===== config.mk =====
export PLATFORM = sky130hd
export DESIGN_NAME = stream_frame_writer
export DESIGN_NICKNAME = d
export VERILOG_FILES = /design/src/rtl/frame_pkg.sv /design/src/rtl/skid_fifo2.sv /design/src/rtl/stream_frame_writer.sv
export SDC_FILE = /design/constraint.sdc
export NUM_CORES = 1
export LEC_CHECK = 0
export BUFFER_PORTS_ARGS = -buffer_cell sky130_fd_sc_hd__buf_2
export CAP_MARGIN = 20
export CORE_UTILIZATION = 55
export CTS_CLUSTER_DIAMETER = 30
export DETAILED_ROUTE_END_ITERATION = 6
export GPL_TIMING_DRIVEN = 0
export PLACE_DENSITY = 0.77
export SLEW_MARGIN = 10
export SYNTH_ARGS = -nofsm -noshare
export SYNTH_HDL_FRONTEND = slang
export SYNTH_SLANG_ARGS = --single-unit

===== constraint.sdc =====
create_clock -name clk -period 3.5 [get_ports clk]
set_input_delay 0.175 -clock clk [delete_from_list [all_inputs] [get_ports clk]]
set_output_delay 0.175 -clock clk [all_outputs]
set_load 0.05 [all_outputs]

===== src/rtl/frame_pkg.sv =====
// Shared frame geometry and capture FSM state encoding for the video datapath blocks.
package frame_pkg;

  localparam int DEF_W      = 30;
  localparam int DEF_WIDTH  = 320;
  localparam int DEF_HEIGHT = 240;

  typedef enum logic [1:0] {
    ST_IDLE   = 2'd0,
    ST_ACTIVE = 2'd1,
    ST_DRAIN  = 2'd2
  } fsm_state_e;

endpackage


===== src/rtl/skid_fifo2.sv =====
// Two-entry FIFO with first-word-fall-through output; push and pop may coincide when full.
module skid_fifo2 #(
  parameter int W = 30
) (
  input  logic         clk,
  input  logic         reset,
  input  logic         push,
  input  logic         pop,
  input  logic [W-1:0] din,
  output logic [W-1:0] dout,
  output logic         empty,
  output logic         full
);

  logic [W-1:0] mem_q [2];
  logic         rd_ptr_q;
  logic         wr_ptr_q;
  logic [1:0]   cnt_q;
  logic         do_push;
  logic         do_pop;

  assign empty   = (cnt_q == 2'd0);
  assign full    = (cnt_q == 2'd2);
  assign dout    = mem_q[rd_ptr_q];
  assign do_pop  = pop && !empty;
  // A push into a full FIFO is legal only when the head leaves in the same cycle.
  assign do_push = push && (!full || do_pop);

  always_ff @(posedge clk) begin
    if (do_push) mem_q[wr_ptr_q] <= din;
  end

  always_ff @(posedge clk) begin
    if (reset) begin
      rd_ptr_q <= 1'b0;
      wr_ptr_q <= 1'b0;
      cnt_q    <= 2'd0;
    end else begin
      if (do_push) wr_ptr_q <= ~wr_ptr_q;
      if (do_pop)  rd_ptr_q <= ~rd_ptr_q;
      case ({do_push, do_pop})
        2'b10:   cnt_q <= cnt_q + 2'd1;
        2'b01:   cnt_q <= cnt_q - 2'd1;
        default: cnt_q <= cnt_q;
      endcase
    end
  end

endmodule


===== src/rtl/stream_frame_writer.sv =====
// Captures one raster frame from a valid/ready pixel stream and writes it linearly into a frame buffer.
module stream_frame_writer
  import frame_pkg::*;
#(
  parameter int W      = DEF_W,
  parameter int WIDTH  = DEF_WIDTH,
  parameter int HEIGHT = DEF_HEIGHT
) (
  input  logic                              clk,
  input  logic                              reset,
  input  logic [W-1:0]                      x_data,
  input  logic                              x_valid,
  output logic                              x_ready,
  input  logic                              start,
  input  logic                              continuous,
  input  logic                              mem_ready,
  output logic                              wr_en,
  output logic [$clog2(WIDTH*HEIGHT)-1:0]   wr_addr,
  output logic [W-1:0]                      wr_data,
  output logic                              frame_done,
  output logic                              busy
);

  localparam int NPIX = WIDTH * HEIGHT;
  localparam int AW   = $clog2(NPIX);
  localparam logic [AW-1:0] LAST = AW'(NPIX - 1);

  fsm_state_e   state_q;
  logic [AW-1:0] acc_cnt_q;
  logic [AW-1:0] wr_cnt_q;
  logic          frame_done_q;
  logic          rearm_q;

  logic          fifo_empty;
  logic          fifo_full;
  logic [W-1:0]  fifo_dout;
  logic          accept;
  logic          last_wr;

  // The accept counter stops at the last pixel; leaving ACTIVE is what closes the input.
  assign x_ready    = (state_q == ST_ACTIVE) && !fifo_full && !reset;
  assign accept     = x_valid && x_ready;
  assign wr_en      = !fifo_empty && mem_ready && !reset;
  assign wr_addr    = wr_cnt_q;
  assign wr_data    = fifo_dout;
  assign last_wr    = wr_en && (wr_cnt_q == LAST);
  assign frame_done = frame_done_q;
  assign busy       = (state_q != ST_IDLE);

  skid_fifo2 #(.W(W)) u_fifo (
    .clk   (clk),
    .reset (reset),
    .push  (accept),
    .pop   (wr_en),
    .din   (x_data),
    .dout  (fifo_dout),
    .empty (fifo_empty),
    .full  (fifo_full)
  );

  always_ff @(posedge clk) begin
    if (reset) begin
      state_q      <= ST_IDLE;
      acc_cnt_q    <= '0;
      wr_cnt_q     <= '0;
      frame_done_q <= 1'b0;
      rearm_q      <= 1'b0;
    end else begin
      frame_done_q <= 1'b0;
      if (wr_en && !last_wr) wr_cnt_q <= wr_cnt_q + 1'b1;
      case (state_q)
        ST_IDLE: begin
          if (start) state_q <= ST_ACTIVE;
        end
        ST_ACTIVE: begin
          if (accept) begin
            if (acc_cnt_q == LAST) state_q <= ST_DRAIN;
            else                   acc_cnt_q <= acc_cnt_q + 1'b1;
          end
        end
        ST_DRAIN: begin
          // A start seen anywhere in DRAIN arms the next frame.
          if (start) rearm_q <= 1'b1;
          if (last_wr) begin
            frame_done_q <= 1'b1;
            acc_cnt_q    <= '0;
            wr_cnt_q     <= '0;
            rearm_q      <= 1'b0;
            state_q      <= (continuous || start || rearm_q) ? ST_ACTIVE : ST_IDLE;
          end
        end
        default: state_q <= ST_IDLE;
      endcase
    end
  end

endmodule

==> results.ini, run 1 <==
[synth]
syn_inst = 357
syn_area_per_cell_sq_um = 12.2
yosys.cell_types.count = 52
synth_seq_area_share = 0.613
ys_warn_count = 0
synth_nets = 396
syn-cell-area_sq_mm = 0.00434
ys.flop_type = edfxtp_1
ys_ff_latch = 103
synth_edf_count = 60
async_reset_ff_frac = 0

[place]
post-place-cells = 544
port_buffers = 85
pre_cts_ws_ns = 0.947
hpwlAfterDp_mm = 6.21
place.gp.congestion = 0.889

[run]
cap_violations = 0

[global_routing]
grt_pass1_wl_mm = 14.6
grt_pass1_vias = 3134
grt_usage = 0.223
grt_overflow = 0
antenna_found_initial = 0
grt_max_degree = 31

[clocking]
cts-resized-gates = 0
post_cts_buffers = 0
postCtsHoldBufs = 16
clkLatencyLatePin_ns = 0.36
cts-buffers-inserted = 9
cts_max_level = 3
cts_sinks = 103
clk_path_buf_depth = 2
cts_tree = yes
cts_root_buf = clkbuf_8
path_clk_slew_ns = 0.10

[sta]
max_freq_mhz = 393
worst_pin_slew_ns = 0.859
max_slew_margin = 0.426
clock_skew_ns = 0.00973
layout_setup_ws_ns = 0.959
rsz0062_at_grt = no
period_needed_ns = 2.54
report.final.slew_viol_count = 0
hold_violations = 0
fin_crit_sh = 0.726
setup_violations = 0
fin_setup_tns_ns = 0

[power_and_ir_drop]
p_leak_nw = 1.97
p_switching_w = 0.000606
cell_internal_pwr_w = 0.00166
power_w = 0.00227
power_frac_clock = 0.293
worst_ir_drop_vdd_uv = 244
p_per_area_mw_per_mm2 = 426
comb_power_share = 0.127
switching_share = 0.267
p_seq_frac = 0.581

[floorplanning]
ios = 87
start_util = 0.565
rows = 32
coreArea_sq_mm = 0.00769
dieArea_sq_mm = 0.00825
die_y_um = 90.8
die_w_um = 90.8

[cells_and_area]
n_antenna_cell = 0
layout_commonest_cell = buf_2
layout_common_cells = 88 x buf_2, 60 x edfxtp_1, 43 x dfxtp_1
drive_above_1_share = 0.302
post-route-util = 0.693
nets = 517
final_cells = 585
syn2layout_area_growth_pct = 22.7
fillers = 595

[worst_setup_path]
crit_required_ns = 3.49
crit_slowest_cell = nor2_4
max_stage_delay_ns = 0.71
crit_chain = nor2b_1 -> and3_1 -> clkbuf_1 -> inv_1 -> nor2_4
cp-start-kind = flop
crit_fanout = 30
cpLargestDelayFamily = simple AND/OR/NAND/NOR gates
path_class = reg2reg
path_buf_inv = 2
crit_arrival_ns = 2.53
end_kind = flop

[route]
drt_iter0_drc = 179
ant_nets = 0
vias_per_cell = 5.61
post_drt_wl_per_cell_um = 15.8
drt_wl_total_mm = 9.24
drc = 0
drtPass1Iterations = 5
vias = 3281

[min_path]
min_path_type = in2reg

[outcome]
outcome = complete, no violations

[worst paths after layout]
kind	cells after the start	startpoint	end	slack, ns
worst max register to register	5	state_q[0]	u_fifo.mem_q[0][17]	0.96
worst max-delay path	5	state_q[0]	u_fifo.mem_q[0][17]	0.96
worst min register to register	2	rearm_q	rearm_q	0.48
worst min-delay path	1	x_data[29]	u_fifo.mem_q[0][29]	0.008
[per-stage QoR]
step / area, sq um / hold slack, ns
floorplan: 4340 / 0.274
global placement: 4890 / 0.363
detailed placement: 4900 / 0.367
CTS: 5240 / 0.0000398
global route: 5330 / 0.000971
finish: 5330 / 0.00825
[cell type report]
type / count / area, sq um / area share
clock inverters: 6 / 43.8 / 0.00822
well taps: 102 / 128 / 0.0240
multi-input cells: 232 / 1590 / 0.299
clock buffers: 10 / 128 / 0.0240
flip-flops and latches: 103 / 2660 / 0.500
plain buffers: 14 / 65.1 / 0.0122
repair buffers: 110 / 676 / 0.127
inverters: 8 / 30.0 / 0.00564
[cell families after synthesis]
group	count (synthesis)	synth area share
buffers and inverters	22	0.0219
AO/OA/AOI/OAI	52	0.0795
flip-flops	103	0.613
AND/OR/NAND/NOR	128	0.160
multiplexers	31	0.0801
XOR/XNOR	18	0.0363
adder cells (fa/ha/maj)	3	0.00865
[flip-flops by register name (all words and copies together), names as in the netlist, named ones only]
register and count:
u_fifo.mem_q 60, u_fifo.rd_ptr_q 1, u_fifo.cnt_q 2, u_fifo.wr_ptr_q 1, frame_done 1, wr_addr 17
state_q 2, acc_cnt_q 17, rearm_q 1
[power groups by stage]
stage          logic [W]  clock network, W  registers [W]
2_1_floorplan   0.000189                 0        0.00135
3_3_place_gp    0.000257                 0        0.00134
3_5_place_dp    0.000263                 0        0.00135
4_1_cts         0.000279          0.000679        0.00132
5_1_grt         0.000305          0.000723        0.00132
6_report        0.000287          0.000664        0.00132
[metal layers]
| metal | part of all wire | GRT usage | routed length, um |
|---|---|---|---|
| met5 | 0 | 0 | 0 |
| met4 | 0.012 | 0.0675 | 110 |
| met3 | 0.049 | 0.0387 | 451 |
| met2 | 0.50 | 0.374 | 4600 |
| met1 | 0.44 | 0.296 | 4080 |
[cells in the mapped netlist, types with 3 or more instances]
| master | n | area (sq um) |
|---|---|---|
| nand2b_1 | 4 | 25.0 |
| and3_1 | 7 | 43.8 |
| buf_2 | 3 | 15.0 |
| nor2_1 | 33 | 124 |
| xnor2_1 | 4 | 35.0 |
| inv_1 | 8 | 30.0 |
| nand2_1 | 23 | 86.3 |
| and2_1 | 4 | 25.0 |
| a221oi_1 | 3 | 26.3 |
| nor3_1 | 5 | 25.0 |
| edfxtp_1 | 60 | 1800 |
| a21oi_1 | 10 | 50.1 |
| o21ai_0 | 11 | 55.1 |
| or4_1 | 3 | 22.5 |
| nand3_1 | 14 | 70.1 |
| dfxtp_1 | 43 | 861 |
| nor2b_1 | 3 | 18.8 |
| clkbuf_1 | 8 | 30.0 |
| a31oi_1 | 3 | 18.8 |
| o22ai_1 | 6 | 37.5 |
| ha_1 | 3 | 37.5 |
| or3_1 | 3 | 18.8 |
| nand4_1 | 14 | 87.6 |
| a211oi_1 | 5 | 37.5 |
| mux2_2 | 30 | 338 |
| xor2_1 | 14 | 123 |
Power figures use the tool's default switching activity.
==> inputs of run 2 (changes only) <==
--- a/config.mk
+++ b/config.mk
@@ -7,11 +7,11 @@
 export LEC_CHECK = 0
 export BUFFER_PORTS_ARGS = -buffer_cell sky130_fd_sc_hd__buf_2
 export CAP_MARGIN = 20
-export CORE_UTILIZATION = 55
+export CORE_UTILIZATION = 49
 export CTS_CLUSTER_DIAMETER = 30
 export DETAILED_ROUTE_END_ITERATION = 6
 export GPL_TIMING_DRIVEN = 0
-export PLACE_DENSITY = 0.77
+export PLACE_DENSITY = 0.72
 export SLEW_MARGIN = 10
 export SYNTH_ARGS = -nofsm -noshare
 export SYNTH_HDL_FRONTEND = slang
==> constraint.sdc (replaced) <==
create_clock -name clk -period 2.15 [get_ports clk]
set_input_delay 0.1075 -clock clk [delete_from_list [all_inputs] [get_ports clk]]
set_output_delay 0.1075 -clock clk [all_outputs]
set_load 0.05 [all_outputs]
==> results.ini, run 2 (same netlist as run 1, synthesis figures left out) <==
[route]
vias_per_cell = 5.46  ; was 5.61
post_drt_wl_per_cell_um = 16.0  ; was 15.8 um
drc = 0  ; unchanged
drtPass1Iterations = 4  ; was 5
ant_nets = 0  ; unchanged
drt_wl_total_mm = 9.65  ; was 9.24 mm
vias = 3305  ; was 3281
drt_iter0_drc = 129  ; was 179

[place]
port_buffers = 85  ; unchanged
hpwlAfterDp_mm = 6.20  ; was 6.21 mm
place.gp.congestion = 0.885  ; was 0.889
post-place-cells = 547  ; was 544
pre_cts_ws_ns = -0.343  ; was 0.947 ns
post_dp_cell_area_sq_mm = 0.00495  ; was 0.00490 sq mm

[cells_and_area]
nets = 534  ; was 517
final_cells = 605  ; was 585
largest_reg_flops = 60  ; unchanged
regMostFlops = u_fifo.mem_q  ; unchanged
drive_above_1_share = 0.384  ; was 0.302
layout_common_cells = 85 x buf_2, 60 x edfxtp_1, 32 x nor2_1  ; was 88 x buf_2, 60 x edfxtp_1, 43 x dfxtp_1
seq_area_sq_mm = 0.00271  ; was 0.00266 sq mm
layout_commonest_cell = buf_2  ; unchanged
fillers = 633  ; was 595
n_antenna_cell = 0  ; unchanged
syn2layout_area_growth_pct = 30.1  ; was 22.7%
multiInputGateArea_sq_mm = 0.00170  ; was 0.00159 sq mm
fin_area_sq_mm = 0.00565  ; was 0.00533 sq mm

[floorplanning]
die_y_um = 96.1  ; was 90.8 um
dieArea_sq_mm = 0.00924  ; was 0.00825 sq mm
die_w_um = 96.1  ; was 90.8 um
coreArea_sq_mm = 0.00838  ; was 0.00769 sq mm
rows = 33  ; was 32
ios = 87  ; unchanged
start_util = 0.518  ; was 0.565

[global_routing]
grt_pass1_wl_mm = 15.0  ; was 14.6 mm
grt_overflow = 0  ; unchanged
grt_max_degree = 31  ; unchanged
antenna_found_initial = 0  ; unchanged
grt_usage = 0.216  ; was 0.223
grt_pass1_vias = 3114  ; was 3134

[worst_setup_path]
crit_fanout = 7  ; was 30
crit_arrival_ns = 2.31  ; was 2.53 ns
path_class = reg2reg  ; unchanged
crit_required_ns = 2.41  ; was 3.49 ns
end_kind = flop  ; unchanged
cp-start-kind = flop  ; unchanged

[sta]
fin_setup_tns_ns = 0  ; unchanged
clock_skew_ns = 0.0104  ; was 0.00973 ns
setup_violations = 0  ; unchanged
holdWs_ns = 0.193  ; was 0.00825 ns
report.final.slew_viol_count = 0  ; unchanged
worst_pin_slew_ns = 0.723  ; was 0.859 ns
max_slew_margin = 0.518  ; was 0.426
max_freq_mhz = 488  ; was 393 MHz
fin_crit_sh = 0.953  ; was 0.726
rsz0062_at_grt = no  ; unchanged
hold_violations = 0  ; unchanged
period_needed_ns = 2.05  ; was 2.54 ns
layout_setup_ws_ns = 0.101  ; was 0.959 ns

[power_and_ir_drop]
p_per_area_mw_per_mm2 = 684  ; was 426 mW/mm^2
p_leak_nw = 2.10  ; was 1.97 nW
worst_ir_drop_vdd_uv = 304  ; was 244 uV

[outcome]
outcome = complete, no violations  ; unchanged

[clocking]
cts_sinks = 103  ; unchanged
cts_root_buf = clkbuf_8  ; unchanged
clkLatencyLatePin_ns = 0.36  ; about the same
path_clk_slew_ns = 0.10  ; about the same
clk_path_buf_depth = 2  ; unchanged
cts_max_level = 3  ; unchanged
cts_tree = yes  ; unchanged
cts-buffers-inserted = 9  ; unchanged

[min_path]
min_path_type = in2reg  ; unchanged

[run]
cap_violations = 0  ; unchanged

## run 2: changes by cell type in the layout (fill, tap and decap cells not counted), moves of 2 or more
cell           delta
ha_2              +2
buf_4            +13
dfxtp_4           +7
buf_2             -3
a211oi_1          -4
dlygate4sd3_1     +6
dfxtp_1          -20
a211oi_2          +4
nand3_1           -2
clkinv_2          -2
dfxtp_2          +13
ha_1              -2
nand3_2           +2
## run 2: final cells by class
class	count	area share
timing repair buffer	127	0.145
tap	105	0.0233
buffer	13	0.0128
clock inverter	5	0.0113
inverter	8	0.00532
clock buffer	11	0.0233
multi-input combinational	233	0.300
sequential	103	0.479
## run 2: timing repair
| item | in CTS | in global routing |
|---|---|---|
| pin swaps | 2 | 4 |
| buffers inserted | 2 | 9 |
| endpoints found under the hold margin | 61 | 0 |
| setup endpoints to repair | 81 | 44 |
| hold buffers | 31 | 0 |
| gates resized for setup | 11 | 18 |
| cloned | 1 | 0 |
## run 2: worst max-delay path, cell delays in order, from the launching register on
cell	delay, ns
dfxtp_4	0.39
nand4_4	0.11
or3_4	0.39
or4_4	0.42
buf_6	0.15
a221o_1	0.30
a31o_1	0.18
## run 2: metal layers
layer	track usage	wire length [um]	vias to the layer above
met3	0.0482	441	10
met1	0.274	4420	1593
met2	0.367	4680	86
li1	-	-	1616
met4	0.0672	112	0
met5	0	0	-
## run 2: worst paths after layout
path | startpoint | endpoint | slack, ns | depth (start not counted)
worst max-delay path | wr_addr[4] | acc_cnt_q[12] | 0.10 | 6
worst max register to register | wr_addr[4] | acc_cnt_q[12] | 0.10 | 6
worst min register to register | acc_cnt_q[5] | acc_cnt_q[5] | 0.48 | 1
worst min-delay path | continuous | state_q[0] | 0.19 | 4
## run 2: per-stage QoR
step / power [W] / utilization
5_1_grt: 0.00400 / 0.674
4_1_cts: 0.00386 / 0.659
3_3_place_gp: 0.00260 / 0.591
3_5_place_dp: 0.00261 / 0.591
6_report: 0.00386 / 0.674
2_1_floorplan: 0.00249 / -
## run 2: report_power, final
group          internal, W  total [W]  leakage (nW)  switching (W)
Combinational     0.000175   0.000497          1.10       0.000322
Clock             0.000553    0.00123        0.0949       0.000673
Sequential         0.00212    0.00214         0.902      0.0000236
==> inputs of run 3 (changes only) <==
--- a/config.mk
+++ b/config.mk
@@ -5,13 +5,12 @@
 export SDC_FILE = /design/constraint.sdc
 export NUM_CORES = 1
 export LEC_CHECK = 0
-export BUFFER_PORTS_ARGS = -buffer_cell sky130_fd_sc_hd__buf_2
 export CAP_MARGIN = 20
-export CORE_UTILIZATION = 49
+export CORE_UTILIZATION = 55
 export CTS_CLUSTER_DIAMETER = 30
 export DETAILED_ROUTE_END_ITERATION = 6
-export GPL_TIMING_DRIVEN = 0
-export PLACE_DENSITY = 0.72
+export DONT_BUFFER_PORTS = 1
+export PLACE_DENSITY = 0.7
 export SLEW_MARGIN = 10
 export SYNTH_ARGS = -nofsm -noshare
 export SYNTH_HDL_FRONTEND = slang
==> results.ini, run 3 (same netlist as run 1, synthesis figures left out) <==
[power_and_ir_drop]
power_w = 0.00382  ; was 0.00386 W
cell_internal_pwr_w = 0.00281  ; was 0.00284 W
comb_power_share = 0.112  ; was 0.129
p_switching_w = 0.00101  ; was 0.00102 W
worst_ir_drop_vdd_uv = 410  ; was 304 uV
power_frac_clock = 0.330  ; was 0.317
p_leak_nw = 1.84  ; was 2.10 nW
p_per_area_mw_per_mm2 = 720  ; was 684 mW/mm^2
p_seq_frac = 0.558  ; was 0.554
switching_share = 0.265  ; was 0.264

[cells_and_area]
n_antenna_cell = 0  ; unchanged
largest_reg_flops = 60  ; unchanged
drive_above_1_share = 0.271  ; was 0.384
fillers = 568  ; was 633
syn2layout_area_growth_pct = 22.3  ; was 30.1%
regMostFlops = u_fifo.mem_q  ; unchanged
layout_common_cells = 60 x edfxtp_1, 41 x buf_4, 32 x nor2_1, 32 x dlygate4sd3_1, 30 x mux2_2  ; was 85 x buf_2, 60 x edfxtp_1, 32 x nor2_1
layout_commonest_cell = edfxtp_1  ; was buf_2
final_cells = 534  ; was 605
nets = 466  ; was 534

[global_routing]
grt_max_degree = 31  ; unchanged
grt_usage = 0.220  ; was 0.216
grt_pass1_wl_mm = 14.0  ; was 15.0 mm
grt_pass1_vias = 2861  ; was 3114
antenna_found_initial = 0  ; unchanged
grt_overflow = 0  ; unchanged

[run]
cap_violations = 0  ; unchanged

[worst_setup_path]
crit_arrival_ns = 2.34  ; was 2.31 ns
crit_required_ns = 2.42  ; was 2.41 ns
setup.worst_path.start = wr_addr[2]  ; was wr_addr[4]
path_class = reg2reg  ; unchanged
reg2reg_from = wr_addr[2]  ; was wr_addr[4]
crit_fanout = 13  ; was 7
cp-start-kind = flop  ; unchanged
end_kind = flop  ; unchanged

[route]
vias = 3015  ; was 3305
drc = 0  ; unchanged
drt_iter0_drc = 149  ; was 129
drt_wl_total_mm = 8.71  ; was 9.65 mm
vias_per_cell = 5.65  ; was 5.46
drtPass1Iterations = 4  ; unchanged
ant_nets = 0  ; unchanged
post_drt_wl_per_cell_um = 16.3  ; was 16.0 um

[clocking]
cts_tree = yes  ; unchanged
path_clk_slew_ns = 0.11  ; was 0.10 ns
clkLatencyLatePin_ns = 0.37  ; was 0.36 ns
cts-buffers-inserted = 9  ; unchanged
cts_sinks = 103  ; unchanged
cts_max_level = 3  ; unchanged
clk_path_buf_depth = 2  ; unchanged
cts_root_buf = clkbuf_8  ; unchanged

[floorplanning]
coreArea_sq_mm = 0.00769  ; was 0.00838 sq mm
rows = 32  ; was 33
start_util = 0.565  ; was 0.518
die_w_um = 90.8  ; was 96.1 um
dieArea_sq_mm = 0.00825  ; was 0.00924 sq mm
ios = 87  ; unchanged
die_y_um = 90.8  ; was 96.1 um

[sta]
fin_setup_tns_ns = 0  ; unchanged
clock_skew_ns = 0.0102  ; was 0.0104 ns
max_freq_mhz = 483  ; was 488 MHz
max_slew_margin = 0.602  ; was 0.518
fin_crit_sh = 0.962  ; was 0.953
layout_setup_ws_ns = 0.0810  ; was 0.101 ns
worst_pin_slew_ns = 0.596  ; was 0.723 ns
setup_violations = 0  ; unchanged
period_needed_ns = 2.07  ; was 2.05 ns
report.final.slew_viol_count = 0  ; unchanged
holdWs_ns = 0.0289  ; was 0.193 ns
hold_violations = 0  ; unchanged
rsz0062_at_grt = no  ; unchanged

[min_path]
min_path_type = in2reg  ; unchanged
min_from = start  ; was continuous

[outcome]
outcome = complete, no violations  ; unchanged

[place]
place.gp.congestion = 0.865  ; was 0.885
port_buffers = 0  ; was 85
hpwlAfterDp_mm = 5.92  ; was 6.20 mm
pre_cts_ws_ns = 0.129  ; was -0.343 ns
post-place-cells = 485  ; was 547

run 3: cell count changes in the layout (fill, tap and decap cells not counted), sizes merged:
cell	before	now
buf	101	41
clkbuf	19	9
clkinv	0	2
dlygate4sd3	31	32
nor2	34	33
run 3: metrics by stage:
step	area, sq um	util
finish	5310	0.691
global route	5310	0.691
CTS	5290	0.688
detailed placement	4760	0.619
global placement	4760	0.619
floorplan	4390	-
run 3: power by group through the flow:
stage	clock network (W)	registers, W	logic (W)
floorplan	0	0.00218	0.000309
global placement	0	0.00218	0.000365
detailed placement	0	0.00218	0.000365
CTS	0.00130	0.00213	0.000426
global route	0.00139	0.00214	0.000452
finish	0.00126	0.00213	0.000428
run 3: final timing paths:
path | cells after the start | slack, ns | endpoint
setup / recovery | 5 | 0.08 | acc_cnt_q[12]
hold / removal | 2 | 0.03 | state_q[0]
setup reg to reg | 5 | 0.08 | acc_cnt_q[12]
hold reg to reg | 1 | 0.48 | acc_cnt_q[16]
run 3: routing by layer:
layer | part of all wire | global-route usage | vias to the layer above
met2 | 0.49 | 0.347 | 102
met5 | 0 | 0 | -
li1 | - | - | 1476
met3 | 0.059 | 0.0497 | 9
met4 | 0.0087 | 0.0833 | 0
met1 | 0.44 | 0.298 | 1428
run 3: critical path, cell delays in order (launching register included):
cell and delay (ns):
dfxtp_4 0.37, nand4_4 0.09, or3_4 0.38, or4_4 0.61
a221o_1 0.35, a31o_1 0.17
run 3: layout make-up:
class	count	area, sq um	share of cell area
clock buffers	9	124	0.0233
repair buffers	73	628	0.118
inverters	8	30.0	0.00566
well taps	102	128	0.0240
clock inverters	7	86.3	0.0163
flip-flops and latches	103	2700	0.509
multi-input cells	232	1610	0.304
run 3: what timing repair did:
item,CTS,global route
endpoints found under the setup margin,0,21
setup buffers,0,1
endpoints found under the hold margin,72,0
resized for setup,0,4
hold buffers,32,0
